--- src/rtl/uart_pkg.sv ---
// Shared receiver definitions: FSM state encoding and frame data width.
package uart_pkg;

  localparam int DATA_W = 8;

  typedef enum logic [2:0] {
    WAIT_IDLE = 3'd0,
    IDLE      = 3'd1,
    START     = 3'd2,
    DATA      = 3'd3,
    PARITY    = 3'd4,
    STOP      = 3'd5
  } rx_state_e;

endpackage

--- src/rtl/uart_rx_fifo.sv ---
// Synchronous show-ahead FIFO: o_data always presents the head entry while non-empty.
module uart_rx_fifo #(
  parameter int WIDTH = 8,
  parameter int DEPTH = 4
) (
  input  logic                         i_clk,
  input  logic                         i_rst_n,
  input  logic                         i_push,
  input  logic [WIDTH-1:0]             i_data,
  input  logic                         i_pop,
  output logic [WIDTH-1:0]             o_data,
  output logic                         o_full,
  output logic                         o_empty,
  output logic [$clog2(DEPTH+1)-1:0]   o_count
);

  localparam int PTR_W = $clog2(DEPTH);
  localparam int CNT_W = $clog2(DEPTH + 1);

  logic [WIDTH-1:0] r_mem [DEPTH];
  logic [PTR_W-1:0] r_wr_ptr;
  logic [PTR_W-1:0] r_rd_ptr;
  logic [CNT_W-1:0] r_count;

  logic w_pop_ok;
  logic w_push_ok;

  assign o_full  = (r_count == CNT_W'(DEPTH));
  assign o_empty = (r_count == '0);
  assign o_count = r_count;

  // A pop frees a slot in the same cycle, so a full FIFO still accepts a push alongside a pop.
  assign w_pop_ok  = i_pop && !o_empty;
  assign w_push_ok = i_push && (!o_full || w_pop_ok);

  // Head is forced to zero while empty so the output is defined without resetting storage.
  assign o_data = o_empty ? '0 : r_mem[r_rd_ptr];

  // NOTE: storage has no reset; only pointers and count define what is valid, which keeps it plain RAM.
  always_ff @(posedge i_clk) begin
    if (w_push_ok) begin
      r_mem[r_wr_ptr] <= i_data;
    end
  end

  // NOTE: sequential state uses non-blocking assignments so every flop samples pre-edge values.
  always_ff @(posedge i_clk or negedge i_rst_n) begin
    if (!i_rst_n) begin
      r_wr_ptr <= '0;
      r_rd_ptr <= '0;
      r_count  <= '0;
    end else begin
      if (w_push_ok) begin
        r_wr_ptr <= r_wr_ptr + PTR_W'(1);
      end
      if (w_pop_ok) begin
        r_rd_ptr <= r_rd_ptr + PTR_W'(1);
      end
      case ({w_push_ok, w_pop_ok})
        2'b10:   r_count <= r_count + CNT_W'(1);
        2'b01:   r_count <= r_count - CNT_W'(1);
        default: r_count <= r_count;
      endcase
    end
  end

endmodule

--- src/rtl/uart_rx_buffered.sv ---
// 8N1 UART receiver with mid-bit sampling, framing check and a show-ahead receive FIFO.
// Define UART_RX_PARITY_EN to add a parity bit (PARITY_ODD) and the rx_parity_err output.
module uart_rx_buffered
  import uart_pkg::*;
#(
  parameter int CLKS_PER_BIT = 51,
  parameter int FIFO_DEPTH   = 4
`ifdef UART_RX_PARITY_EN
  ,
  parameter int PARITY_ODD   = 0
`endif
) (
  input  logic                            rx_clk,
  input  logic                            rx_rst_n,
  input  logic                            rx_serial,
  output logic [DATA_W-1:0]               rx_data,
  output logic                            rx_valid,
  input  logic                            rx_ready,
  output logic                            rx_frame_err,
  output logic                            rx_overflow,
  output logic                            rx_busy,
  output logic [$clog2(FIFO_DEPTH+1)-1:0] rx_fifo_count
`ifdef UART_RX_PARITY_EN
  ,
  output logic                            rx_parity_err
`endif
);

  localparam int CNT_W = $clog2(CLKS_PER_BIT);
  localparam logic [CNT_W-1:0] CNT_MID  = CNT_W'((CLKS_PER_BIT - 1) / 2);
  localparam logic [CNT_W-1:0] CNT_LAST = CNT_W'(CLKS_PER_BIT - 1);

  logic              r_sync1;
  logic              r_rxs;
  rx_state_e         r_state;
  rx_state_e         w_state_next;
  logic [CNT_W-1:0]  r_cnt;
  logic [2:0]        r_idx;
  logic [DATA_W-1:0] r_shift;
  logic              r_frame_err;
  logic              r_overflow;
  logic              r_busy;

  logic w_mid;
  logic w_last;
  logic w_cnt_clr;
  logic w_shift_en;
  logic w_push;
  logic w_ferr_set;
  logic w_fifo_full;
  logic w_fifo_empty;

`ifdef UART_RX_PARITY_EN
  localparam logic PAR_ODD = (PARITY_ODD != 0);
  logic r_par_err;
  logic r_parity_err;
  logic w_par_sample;
  logic w_perr_set;
`endif

  assign w_mid  = (r_cnt == CNT_MID);
  assign w_last = (r_cnt == CNT_LAST);

  // Two-flop synchronizer; resets to the idle level so reset itself never looks like a start bit.
  always_ff @(posedge rx_clk or negedge rx_rst_n) begin
    if (!rx_rst_n) begin
      r_sync1 <= 1'b1;
      r_rxs   <= 1'b1;
    end else begin
      r_sync1 <= rx_serial;
      r_rxs   <= r_sync1;
    end
  end

  always_ff @(posedge rx_clk or negedge rx_rst_n) begin
    if (!rx_rst_n) begin
      r_state <= WAIT_IDLE;
    end else begin
      r_state <= w_state_next;
    end
  end

  // NOTE: every output of this block gets a default first, so no path can leave one unassigned and infer a latch.
  always_comb begin
    w_state_next = r_state;
    w_cnt_clr    = 1'b0;
    w_shift_en   = 1'b0;
    w_push       = 1'b0;
    w_ferr_set   = 1'b0;
`ifdef UART_RX_PARITY_EN
    w_par_sample = 1'b0;
    w_perr_set   = 1'b0;
`endif
    case (r_state)
      WAIT_IDLE: begin
        w_cnt_clr = 1'b1;
        if (r_rxs) begin
          w_state_next = IDLE;
        end
      end
      IDLE: begin
        w_cnt_clr = 1'b1;
        if (!r_rxs) begin
          w_state_next = START;
        end
      end
      START: begin
        if (w_mid) begin
          w_cnt_clr    = 1'b1;
          w_state_next = r_rxs ? IDLE : DATA;
        end
      end
      DATA: begin
        if (w_last) begin
          w_cnt_clr  = 1'b1;
          w_shift_en = 1'b1;
          if (r_idx == 3'd7) begin
`ifdef UART_RX_PARITY_EN
            w_state_next = PARITY;
`else
            w_state_next = STOP;
`endif
          end
        end
      end
`ifdef UART_RX_PARITY_EN
      PARITY: begin
        if (w_last) begin
          w_cnt_clr    = 1'b1;
          w_par_sample = 1'b1;
          w_state_next = STOP;
        end
      end
`endif
      STOP: begin
        if (w_last) begin
          w_cnt_clr = 1'b1;
          if (!r_rxs) begin
            // A low stop bit may be a break; wait for the line to return high before hunting again.
            w_ferr_set   = 1'b1;
            w_state_next = WAIT_IDLE;
          end else begin
            w_state_next = IDLE;
`ifdef UART_RX_PARITY_EN
            if (r_par_err) begin
              w_perr_set = 1'b1;
            end else begin
              w_push = 1'b1;
            end
`else
            w_push = 1'b1;
`endif
          end
        end
      end
      default: begin
        w_state_next = WAIT_IDLE;
      end
    endcase
  end

  always_ff @(posedge rx_clk or negedge rx_rst_n) begin
    if (!rx_rst_n) begin
      r_cnt   <= '0;
      r_idx   <= '0;
      r_shift <= '0;
    end else begin
      r_cnt <= w_cnt_clr ? '0 : r_cnt + CNT_W'(1);
      if (w_shift_en) begin
        r_shift[r_idx] <= r_rxs;
        r_idx          <= r_idx + 3'd1;
      end else if (r_state != DATA) begin
        r_idx <= '0;
      end
    end
  end

  // Status pulses are registered; busy tracks the state register so it reads 0 during reset.
  always_ff @(posedge rx_clk or negedge rx_rst_n) begin
    if (!rx_rst_n) begin
      r_frame_err <= 1'b0;
      r_overflow  <= 1'b0;
      r_busy      <= 1'b0;
    end else begin
      r_frame_err <= w_ferr_set;
      r_overflow  <= w_push && w_fifo_full && !(rx_ready && rx_valid);
      r_busy      <= (w_state_next != IDLE);
    end
  end

`ifdef UART_RX_PARITY_EN
  always_ff @(posedge rx_clk or negedge rx_rst_n) begin
    if (!rx_rst_n) begin
      r_par_err    <= 1'b0;
      r_parity_err <= 1'b0;
    end else begin
      if (w_par_sample) begin
        r_par_err <= ((^{r_shift, r_rxs}) != PAR_ODD);
      end else if (r_state == IDLE) begin
        r_par_err <= 1'b0;
      end
      r_parity_err <= w_perr_set;
    end
  end

  assign rx_parity_err = r_parity_err;
`endif

  uart_rx_fifo #(
    .WIDTH (DATA_W),
    .DEPTH (FIFO_DEPTH)
  ) u_fifo (
    .i_clk   (rx_clk),
    .i_rst_n (rx_rst_n),
    .i_push  (w_push),
    .i_data  (r_shift),
    .i_pop   (rx_ready),
    .o_data  (rx_data),
    .o_full  (w_fifo_full),
    .o_empty (w_fifo_empty),
    .o_count (rx_fifo_count)
  );

  assign rx_valid     = !w_fifo_empty;
  assign rx_frame_err = r_frame_err;
  assign rx_overflow  = r_overflow;
  assign rx_busy      = r_busy;

endmodule

--- config.mk ---
export PLATFORM = sky130hd
export DESIGN_NAME = uart_rx_buffered
export DESIGN_NICKNAME = d
export VERILOG_FILES = /design/src/rtl/uart_pkg.sv /design/src/rtl/uart_rx_fifo.sv /design/src/rtl/uart_rx_buffered.sv
export SDC_FILE = /design/constraint.sdc
export NUM_CORES = 1
export LEC_CHECK = 0
export CORE_UTILIZATION = 41
export DETAILED_ROUTE_END_ITERATION = 10
export PLACE_DENSITY_LB_ADDON = 0.12
export SLEW_MARGIN = 25
export SYNTH_ARGS = -nofsm -noshare
export SYNTH_HDL_FRONTEND = slang
export SYNTH_SLANG_ARGS = --single-unit
--- constraint.sdc ---
create_clock -name rx_clk -period 3.1 [get_ports rx_clk]
set_input_delay 0.775 -clock rx_clk [delete_from_list [all_inputs] [get_ports rx_clk]]
set_output_delay 0.775 -clock rx_clk [all_outputs]
set_load 0.05 [all_outputs]
# --- Word level (Yosys, flattened, before mapping) ---
# Memories as Yosys holds them, arrays and structs flattened.
# Cells that the tools add are included.
totals:
  register_bits: 32
  mem_bits_rw: 32
  output_inout_bits: 15
  wordCells: 77
  memories: 1
memory_table:
  columns: ["name", "depth", "width", "rd", "rd_clocked_by_memory_dff", "write_ports", "line", "source"]
  rows:
  - ["u_fifo.r_mem", 4, 8, 1, 0, 1, "uart_rx_fifo.sv:20", "logic [WIDTH-1:0] r_mem [DEPTH];"]
classes:
  add_sub_neg: 6
  magnitude_cmp: 2
  n_eq_ne: 12
  n_mux: 29
  reduce_logical: 15
ops:
  columns: ["cell", "count"]
  rows:
  - ["$mux W3", 8]
  - ["$pmux W3 S5", 1]
  - ["$mux W1", 13]
  - ["$eq A3 B3 Y1 const B", 3]
  - ["$bwmux W8", 1]
  - ["$mux W8", 1]
  - ["$add A3 B1 Y3 const B", 2]
  - ["$add A6 B1 Y6 const B", 1]
  - ["$eq A3 B2 Y1 const B", 2]
  - ["$eq A6 B5 Y1 const B", 1]
  - ["$eq A6 B6 Y1 const B", 1]
  - ["$logic_not A3 Y1", 2]
  - ["$mux W6", 1]
  - ["$pmux W3 S2", 1]
  - ["$logic_and A1 B1 Y1", 5]
  - ["$add A2 B1 Y2 const B", 2]
  - ["$lt A3 B4 Y1 const B", 1]
  - ["$reduce_bool A2 Y1", 2]
  - ["$reduce_or A2 Y1", 2]
  - ["$demux W1 S3", 1]
  - ["$eq A3 B1 Y1 const B", 1]
  - ["$ge A3 B1 Y1 const B", 1]
  - ["$logic_not A1 Y1", 3]
  - ["$ne A3 B1 Y1 const B", 1]
  - ["other kinds (7)", 7]

# --- Logic depth before layout (Yosys ltp) ---
# Gate-level depths: netlist of the first run.
logic_depth:
  word_depth: 7
  depth_mapped: 12
  mapped_depth_nobuf: 12

# --- By module ---
# Synthesis of the first run repeated with hierarchy kept, for this count alone.
hier_totals:
  cells_unflattened: 204
  hier_area_um2: 2896.5
modules_own_cells:
  columns: ["module", "n_inst", "cells_per_inst", "area_per_inst_um2"]
  rows:
  - ["uart_rx_fifo", 1, 90, 1645.3]
  - ["uart_rx_buffered", 1, 114, 1251.2]

# --- Least setup slack after synthesis of the first run ---
# OpenSTA, ideal clock, no wires.
synth_timing:
  path_type: "reg2reg"
  start: "register u_fifo.r_count[0] (netlist: u_fifo.o_count[0])"
  end: "register u_fifo.r_count[2] (netlist: u_fifo.o_count[2])"
  setup_ps: 82
  arrival_ps: 2643
  t_required_ps: 3018
  path_slack_ps: 375
  stages_incl_launch_ff: 10
  path_buffers: 1
  synth_period_minus_slack_ps: 2725
  path_cell_list: "dfrtp_1 > or3_1 > clkbuf_1 > and2_1 > ha_1 > inv_1 > fa_1 > xor2_1 > nor2_1 > xor2_1"
synth_via:
  elab_chain_cells: 7
synth_rtl:
  columns: ["element", "line", "source"]
  rows:
  - ["start, declared", "uart_rx_fifo.sv:23", "logic [CNT_W-1:0] r_count;"]
  - ["start signal, assigned", "uart_rx_fifo.sv:60", "2'b10: r_count <= r_count + CNT_W'(1);"]
  - ["start signal, assigned", "uart_rx_fifo.sv:61", "2'b01: r_count <= r_count - CNT_W'(1);"]
  - ["start signal, assigned", "uart_rx_fifo.sv:62", "default: r_count <= r_count;"]
  - ["$logic_not A3 Y1 (*)", "uart_rx_fifo.sv:29", "assign o_empty = (r_count == '0);"]
  - ["$logic_not A1 Y1 (*)", null, null]
  - ["via rx_valid", "uart_rx_buffered.sv:17", "output logic rx_valid,"]
  - ["$logic_and A1 B1 Y1 (*)", "uart_rx_fifo.sv:33", "assign w_pop_ok = i_pop && !o_empty;"]
  - ["via u_fifo.w_pop_ok", "uart_rx_fifo.sv:25", "logic w_pop_ok;"]
  - ["$logic_or A1 B1 Y1", "uart_rx_fifo.sv:34", "assign w_push_ok = i_push && (!o_full || w_pop_ok);"]
  - ["$logic_and A1 B1 Y1", "uart_rx_fifo.sv:34", null]
  - ["$eq A2 B1 Y1 / $eq A2 B2 Y1 (equally long branches)", "uart_rx_fifo.sv:59", "case ({w_push_ok, w_pop_ok})"]
  - ["$pmux W3 S2 / $reduce_bool A2 Y1 (equally long branches)", null, null]
# Mark *: on every way through the listed nets, which the timed path passes. The rest lies on a longest branch.
# A chain may end at the register's enable or synchronous reset.

# --- Final worst setup path of the first run ---
layout_timing:
  start: "register u_fifo.r_rd_ptr[0]"
  end: "output port rx_data[1]"
layout_via:
  elab_chain_cells: 2
layout_rtl:
  columns: ["element", "line", "source"]
  rows:
  - ["start, declared", "uart_rx_fifo.sv:22", "logic [PTR_W-1:0] r_rd_ptr;"]
  - ["start signal, assigned", "uart_rx_fifo.sv:57", "r_rd_ptr <= r_rd_ptr + PTR_W'(1);"]
  - ["$mem_v2 Z4 W8", null, null]
  - ["$mux W8", "uart_rx_fifo.sv:37", "assign o_data = o_empty ? '0 : r_mem[r_rd_ptr];"]
  - ["end, declared", "uart_rx_buffered.sv:16", "output logic [DATA_W-1:0] rx_data,"]
# Every way passes these cells.

==> flow_summary.json, run 1 <==
{
  "setup-tns-final_ns": 0,
  "clock.fmax_mhz": 361.2,
  "wl_per_cell_um": 15.83,
  "netlist.area_leader.share": 0.3339,
  "synth_area_leader_cell": "edfxtp_1",
  "grt_usage": 0.1613,
  "post-route-period-util": 0.8932,
  "cts-root-buf": "clkbuf_8",
  "dpl.cell_count": 312,
  "drv_slew": 0,
  "max_cap_viol_count": 0,
  "syn_to_final_growth_pct": 16.91,
  "critPathBufInv": 1,
  "hpwlAfterDp_um": 3532,
  "ctsResizeCount": 0,
  "timing_worst_setup_path_type": "flop to output pin",
  "ant_nets": 0,
  "reg2reg_slack_ns": 0.55,
  "post_route_cells_drive_above_1_share": 0.2371,
  "grt_overflow": 0,
  "fin_hold_ws_ns": 0.3579,
  "syn-cell-area_sq_mm": 0.002878,
  "hold_end": "r_rxs",
  "drc": 0,
  "required_ns": 2.32,
  "port_buffers": 18,
  "antenna_found_initial": 0,
  "hold_violations": 0,
  "whs_path_depth": 0,
  "min_period_ns": 2.769,
  "core_area_sq_mm": 0.006794,
  "ctsHoldBuffers": 0,
  "stdcell_count": 328,
  "cts_buffer_depth": 2,
  "cp_max_fo": 10,
  "vias": 1645,
  "r2r_end": "u_fifo.o_count[2]",
  "ios": 19,
  "n_fill_cell": 576,
  "grt_pass1_vias": 1679,
  "r2r-start": "r_cnt[0]",
  "crit_family": "flip-flops",
  "min_path_type": "flop to flop",
  "setup_viol": 0,
  "ys_types": 40,
  "layout.nets": 242,
  "grt_pass1_wl_um": 8500,
  "layout_commonest_cell": "edfxtp_1",
  "crit_path_end_kind": "output pin",
  "synth_warnings": 0,
  "drt_wl_total_um": 5191,
  "cp_cell_sequence": "mux4_2, and2_1, buf_4",
  "postCtsSetupBuffers": 0,
  "num_antenna_cells": 0,
  "gp_congestion": 0.8569,
  "worstPathArrival_ns": 1.99,
  "dieArea_sq_mm": 0.007358,
  "synthTopCellsByArea": "edfxtp_1 33%, dfrtp_1 26%, mux4_2 6.3%",
  "clock_skew_ns": 0.01038,
  "worst_pin_slew_ns": 0.5972,
  "syn_inst": 203,
  "synth.avg_cell_area_sq_um": 14.18,
  "grt_max_degree": 33,
  "cts_htree_levels": 3,
  "seq_area_frac_synth": 0.6130,
  "critPathLaunchType": "flop",
  "insertion_delay_ns": 0.34,
  "firstDrtPassIters": 4,
  "hp-start": "r_sync1",
  "power.density_mw_per_mm2": 763.5,
  "slowest_stage": "dfrtp_1",
  "synth-seq-cells": 64,
  "initial_utilization": 0.4236,
  "die_h_um": 85.78,
  "leakage_nw": 1.388,
  "r2r_cells": 12,
  "synth_nets": 218,
  "drtIter0Drc": 97,
  "maxSlewHeadroom": 0.6019,
  "rsz0062_at_grt": "false",
  "cts_tree": "built",
  "die_x_um": 85.78,
  "viasPerCell": 5.015,
  "cts_buffers": 9,
  "clkTransAtPathRegs_ns": 0.07,
  "status": "complete, no violations",
  "irDropWorstVdd_mv": 0.3862,
  "max_stage_delay_ns": 0.72,
  "clock-sinks": 64,
  "rows": 30,
  "final_cell_mix": "32 x edfxtp_1, 30 x dfrtp_1, 11 x nand2_1"
}
-- synth_stat cells --
cell / n
fa_1: 1
dfstp_2: 2
mux4_2: 8
a22oi_1: 1
o21a_1: 1
a211oi_2: 1
a211o_1: 1
and3b_2: 2
clkbuf_1: 4
nand3_1: 5
and3b_1: 2
buf_2: 3
inv_1: 9
or3_1: 1
nor4_1: 4
nand2b_1: 4
nand2_4: 1
nand4_1: 2
nor4bb_1: 1
xnor2_1: 6
xor2_1: 5
nor2b_1: 3
mux2i_1: 1
nor3_1: 10
nor4b_4: 1
mux2_2: 8
and2_1: 9
nor2_1: 8
edfxtp_1: 32
and2b_4: 1
a21boi_0: 1
nand2_1: 11
mux2_4: 1
or4b_1: 1
a21oi_1: 5
and3_1: 1
nand3b_1: 1
ha_1: 10
and2_2: 5
dfrtp_1: 30
-- layer usage --
layer,vias up,routed length [um],global-route usage
met4,0,101,0.08182
met2,25,2648,0.2698
li1,783,-,-
met5,-,0,0
met3,10,175,0.05294
met1,827,2266,0.1861
-- power by group --
part,switching [mW],internal [mW]
logic,0.367,0.272
registers,0.160,0.975
clock network,0.321,0.473
total,0.848,1.72
-- cell type report --
| cell class | count | area (sq um) | share of cell area |
|---|---|---|---|
| inverter | 9 | 33.78 | 0.01004 |
| clock buffer | 11 | 141.4 | 0.04202 |
| clock inverter | 5 | 80.08 | 0.02380 |
| timing repair buffer | 20 | 175.2 | 0.05206 |
| multi-input combinational | 123 | 1050 | 0.3120 |
| tap | 96 | 120.1 | 0.03570 |
| sequential | 64 | 1764 | 0.5244 |
-- worst max path at each step --
stage,from,end,depth (start not counted)
2_1_floorplan,u_fifo.o_count[0],u_fifo.o_count[2],9
3_3_place_gp,rx_ready,u_fifo.o_count[2],10
3_5_place_dp,rx_ready,u_fifo.o_count[2],10
4_1_cts,u_fifo.r_rd_ptr[0],rx_data[1],3
5_1_grt,u_fifo.r_rd_ptr[0],rx_data[5],3
6_report,u_fifo.r_rd_ptr[0],rx_data[1],3
-- registers in the layout, summed over array words and instances, names as in the netlist --
name	cells
r_cnt	6
r_idx	3
r_rxs	1
r_shift	8
r_state	3
r_sync1	1
rx_busy	1
rx_frame_err	1
rx_overflow	1
u_fifo.o_count	3
u_fifo.r_mem	32
u_fifo.r_rd_ptr	2
u_fifo.r_wr_ptr	2
-- cells by family after synthesis --
kind of cell | count (synthesis) | synth area share
and+or+nand+nor | 73 | 0.1543
DFF | 64 | 0.6130
muxes | 18 | 0.1026
buffers and inverters | 16 | 0.02217
xor gates and xnor gates | 11 | 0.03348
adders and majority gates | 11 | 0.05044
AOI/OAI and AO/OA | 10 | 0.02391
-- worst reg2reg max path: stages (launching register included) --
cell	delay [ns]
dfrtp_1	0.43
inv_1	0.08
ha_1	0.14
and3b_2	0.25
nand2_4	0.11
nor4b_4	0.49
inv_1	0.09
ha_1	0.24
inv_1	0.07
fa_1	0.17
xor2_1	0.18
nor2_1	0.07
xor2_1	0.14
-- stage by stage --
stage               power (mW)  instance area (sq um)  worst slack, ns    util
finish                   2.569                   3364           0.3312  0.4952
global route             2.715                   3364           0.1678  0.4952
CTS                      2.598                   3364           0.2636  0.4952
detailed placement       1.798                   3143          0.01612  0.4626
global placement         1.769                   3143           0.1138  0.4626
floorplan                1.595                   2878           0.3754       -
No activity file was read; power rests on OpenSTA's default activity.
==> inputs of run 2 (changes only) <==
- GPL_ROUTABILITY_DRIVEN: not set -> 0
==> results of run 2 <==
Same layout as run 1: the final DEF is identical, and so are final timing and power.
==> edit, RTL diff (flow settings as in run 1) <==
The 6 states of `rx_state_e` get a one-hot encoding in 6 bits.
--- a/src/rtl/uart_pkg.sv
+++ b/src/rtl/uart_pkg.sv
@@ -3,13 +3,13 @@
 
   localparam int DATA_W = 8;
 
-  typedef enum logic [2:0] {
-    WAIT_IDLE = 3'd0,
-    IDLE      = 3'd1,
-    START     = 3'd2,
-    DATA      = 3'd3,
-    PARITY    = 3'd4,
-    STOP      = 3'd5
+  typedef enum logic [5:0] {
+    WAIT_IDLE = 6'b000001,
+    IDLE      = 6'b000010,
+    START     = 6'b000100,
+    DATA      = 6'b001000,
+    PARITY    = 6'b010000,
+    STOP      = 6'b100000
   } rx_state_e;
 
 endpackage
Behaviour: same outputs for any inputs over 10 cycles, from zero or initial values and one cycle with rx_rst_n low; not proved beyond that.
==> edit against run 1 <==
Setup slack improved by 0.034 ns; power fell by 8.1%; global-route usage shrank 1.8 points; final cell count is 5.2% higher; area after synthesis is 4.8% higher; sequential cell count increased by 3; non-clock buffer count is 1 higher; first-iteration DRC count is 8.2% lower; wire length decreased by 6.5%; design area increased by 3.7%; critical path type unchanged; highest routed layer unchanged.
==> edit: results (changes against run 1) <==
[global_route]
grt_max_degree=36  ; +9.1%
grt_util_met1_pct=19.3  ; +0.69 points
grt_pass1_wl_um=8110  ; -4.6%
grt_use_total_pct=14.3  ; -1.8 points
grtUsageMet3_pct=4.24  ; -1.1 points
grt_util_met2_pct=21.5  ; -5.5 points
antenna_found_initial=0  ; unchanged
grt_pass1_vias=1673  ; -0.36%

[pwr]
comb_cell_power_uw=426  ; -33%
seq_power_share_pct=47.5  ; +3.3 points
leakage_uw=0.00147  ; +6.2%
p_int_uw=1640  ; -4.4%
ir_drop_mv=0.252  ; -35%
power_uw=2360  ; -8.1%

[synth]
yosysUniqueCellTypes=47  ; +18%
synth_area_leaders=edfxtp_1 32%, dfrtp_1 27%, mux4_2 6.0%
yosysWarningCount=0  ; unchanged
synth_top_cells_by_count=32 x dfrtp_1, 32 x edfxtp_1, 14 x and2_1
syn-num-nets=235  ; +7.8%
synthArstFlopShare_pct=52.2  ; +2.2 points
ys_seq_area_share_pct=61.0  ; -0.27 points

[final_layout]
drive_gt1_share_pct=21.7  ; -2.0 points
diodes=0  ; unchanged
num-fill-cells=610  ; +5.9%
reg.largest.list=u_fifo.r_mem x32, r_shift x8
fin_nets=258  ; +6.6%

[setup_path]
critPathLaunch=u_fifo.r_rd_ptr[0]
cp-start-kind=register
slowest_delay_ns=0.71
crit_family=flip-flops
worstReg2RegStart=r_state[1]
crit_end=rx_data[7]
r2r_slack_ns=0.77  ; +0.22 ns
worstReg2RegEnd=u_fifo.o_count[1]
reg2regPathDepth=7  ; -5
slowest_stage=dfrtp_1
cp.arrival_ns=1.96  ; -0.03 ns

[placed_design]
dp_hpwl_um=3340  ; -5.3%
io_buffer_count=18  ; unchanged
gp_congestion=0.752  ; -12%
post-place-ws_ns=0.329  ; +0.313 ns

[clock_tree]
htree_levels=3  ; unchanged
cts_root_buf=clkbuf_8
cts_setup_buffers=0  ; unchanged
clkTransAtPathRegs_ns=0.08

[drt]
drtIter0Drc=89  ; -8.2%
m1WireLength_um=2430  ; +7.1%
wirelength_um=4850  ; -6.5%
via_per_inst=4.88  ; -2.7%
top_layer=met4
wl_met3_um=136  ; -22%
met2_length_um=2210  ; -17%

[sta]
maxSlewHeadroom_pct=48.0  ; -12 points
clock_skew_ns=0.00689  ; -0.00349 ns
fin_crit_ns=2.74  ; -0.0337 ns

[job]
maxCapViolations=0  ; unchanged

[run_status]
status=completed

-- edit: changes by cell type in the layout (fill, tap and decap cells not counted), sizes merged, moves of 3 or more --
cell	before	now
nor3	10	7
a21oi	5	9
nor4	4	1
o21ai	0	3
inv	9	12
nor2	8	13
nand2b	4	0
and3b	4	1
nor3b	0	3
-- edit: layout make-up --
type                    instances  area, sq um  area share (%)
flip-flops and latches         67         1840            52.8
multi-input cells             135         1090            31.2
repair buffers                 21          178            5.09
clock buffers                   9          124            3.55
well taps                      96          120            3.44
clock inverters                 7          100            2.87
inverters                      10         37.5            1.08
-- edit: stage by stage --
| stage | hold WS, ns | area (sq um) | std cells |
|---|---|---|---|
| 3_3_place_gp | 0.346 | 3260 | 329 |
| 2_1_floorplan | 0.345 | 3020 | 221 |
| 4_1_cts | 0.362 | 3490 | 345 |
| 5_1_grt | 0.371 | 3490 | 345 |
| 3_5_place_dp | 0.350 | 3260 | 329 |
| 6_report | 0.366 | 3490 | 345 |
-- edit: kinds of logic after synthesis --
kind of cell / count (synthesis) / synth area share (%)
compound gates: 21 / 4.23
flops: 67 / 61.0
mux: 16 / 8.96
simple gates: 76 / 15.2
other cells: 1 / 0.124
buf+inv: 19 / 2.86
fa+ha+maj: 10 / 4.40
xor+xnor: 11 / 3.19
-- edit: worst min path at each step --
| stage | start | endpoint | slack, ns | depth (start not counted) |
|---|---|---|---|---|
| after global placement | r_sync1 | r_rxs | 0.35 | 0 |
| after floorplan | r_sync1 | r_rxs | 0.35 | 0 |
| after CTS | r_sync1 | r_rxs | 0.36 | 0 |
| final | r_sync1 | r_rxs | 0.37 | 0 |
| after detailed placement | r_sync1 | r_rxs | 0.35 | 0 |
| after global routing | r_sync1 | r_rxs | 0.37 | 0 |
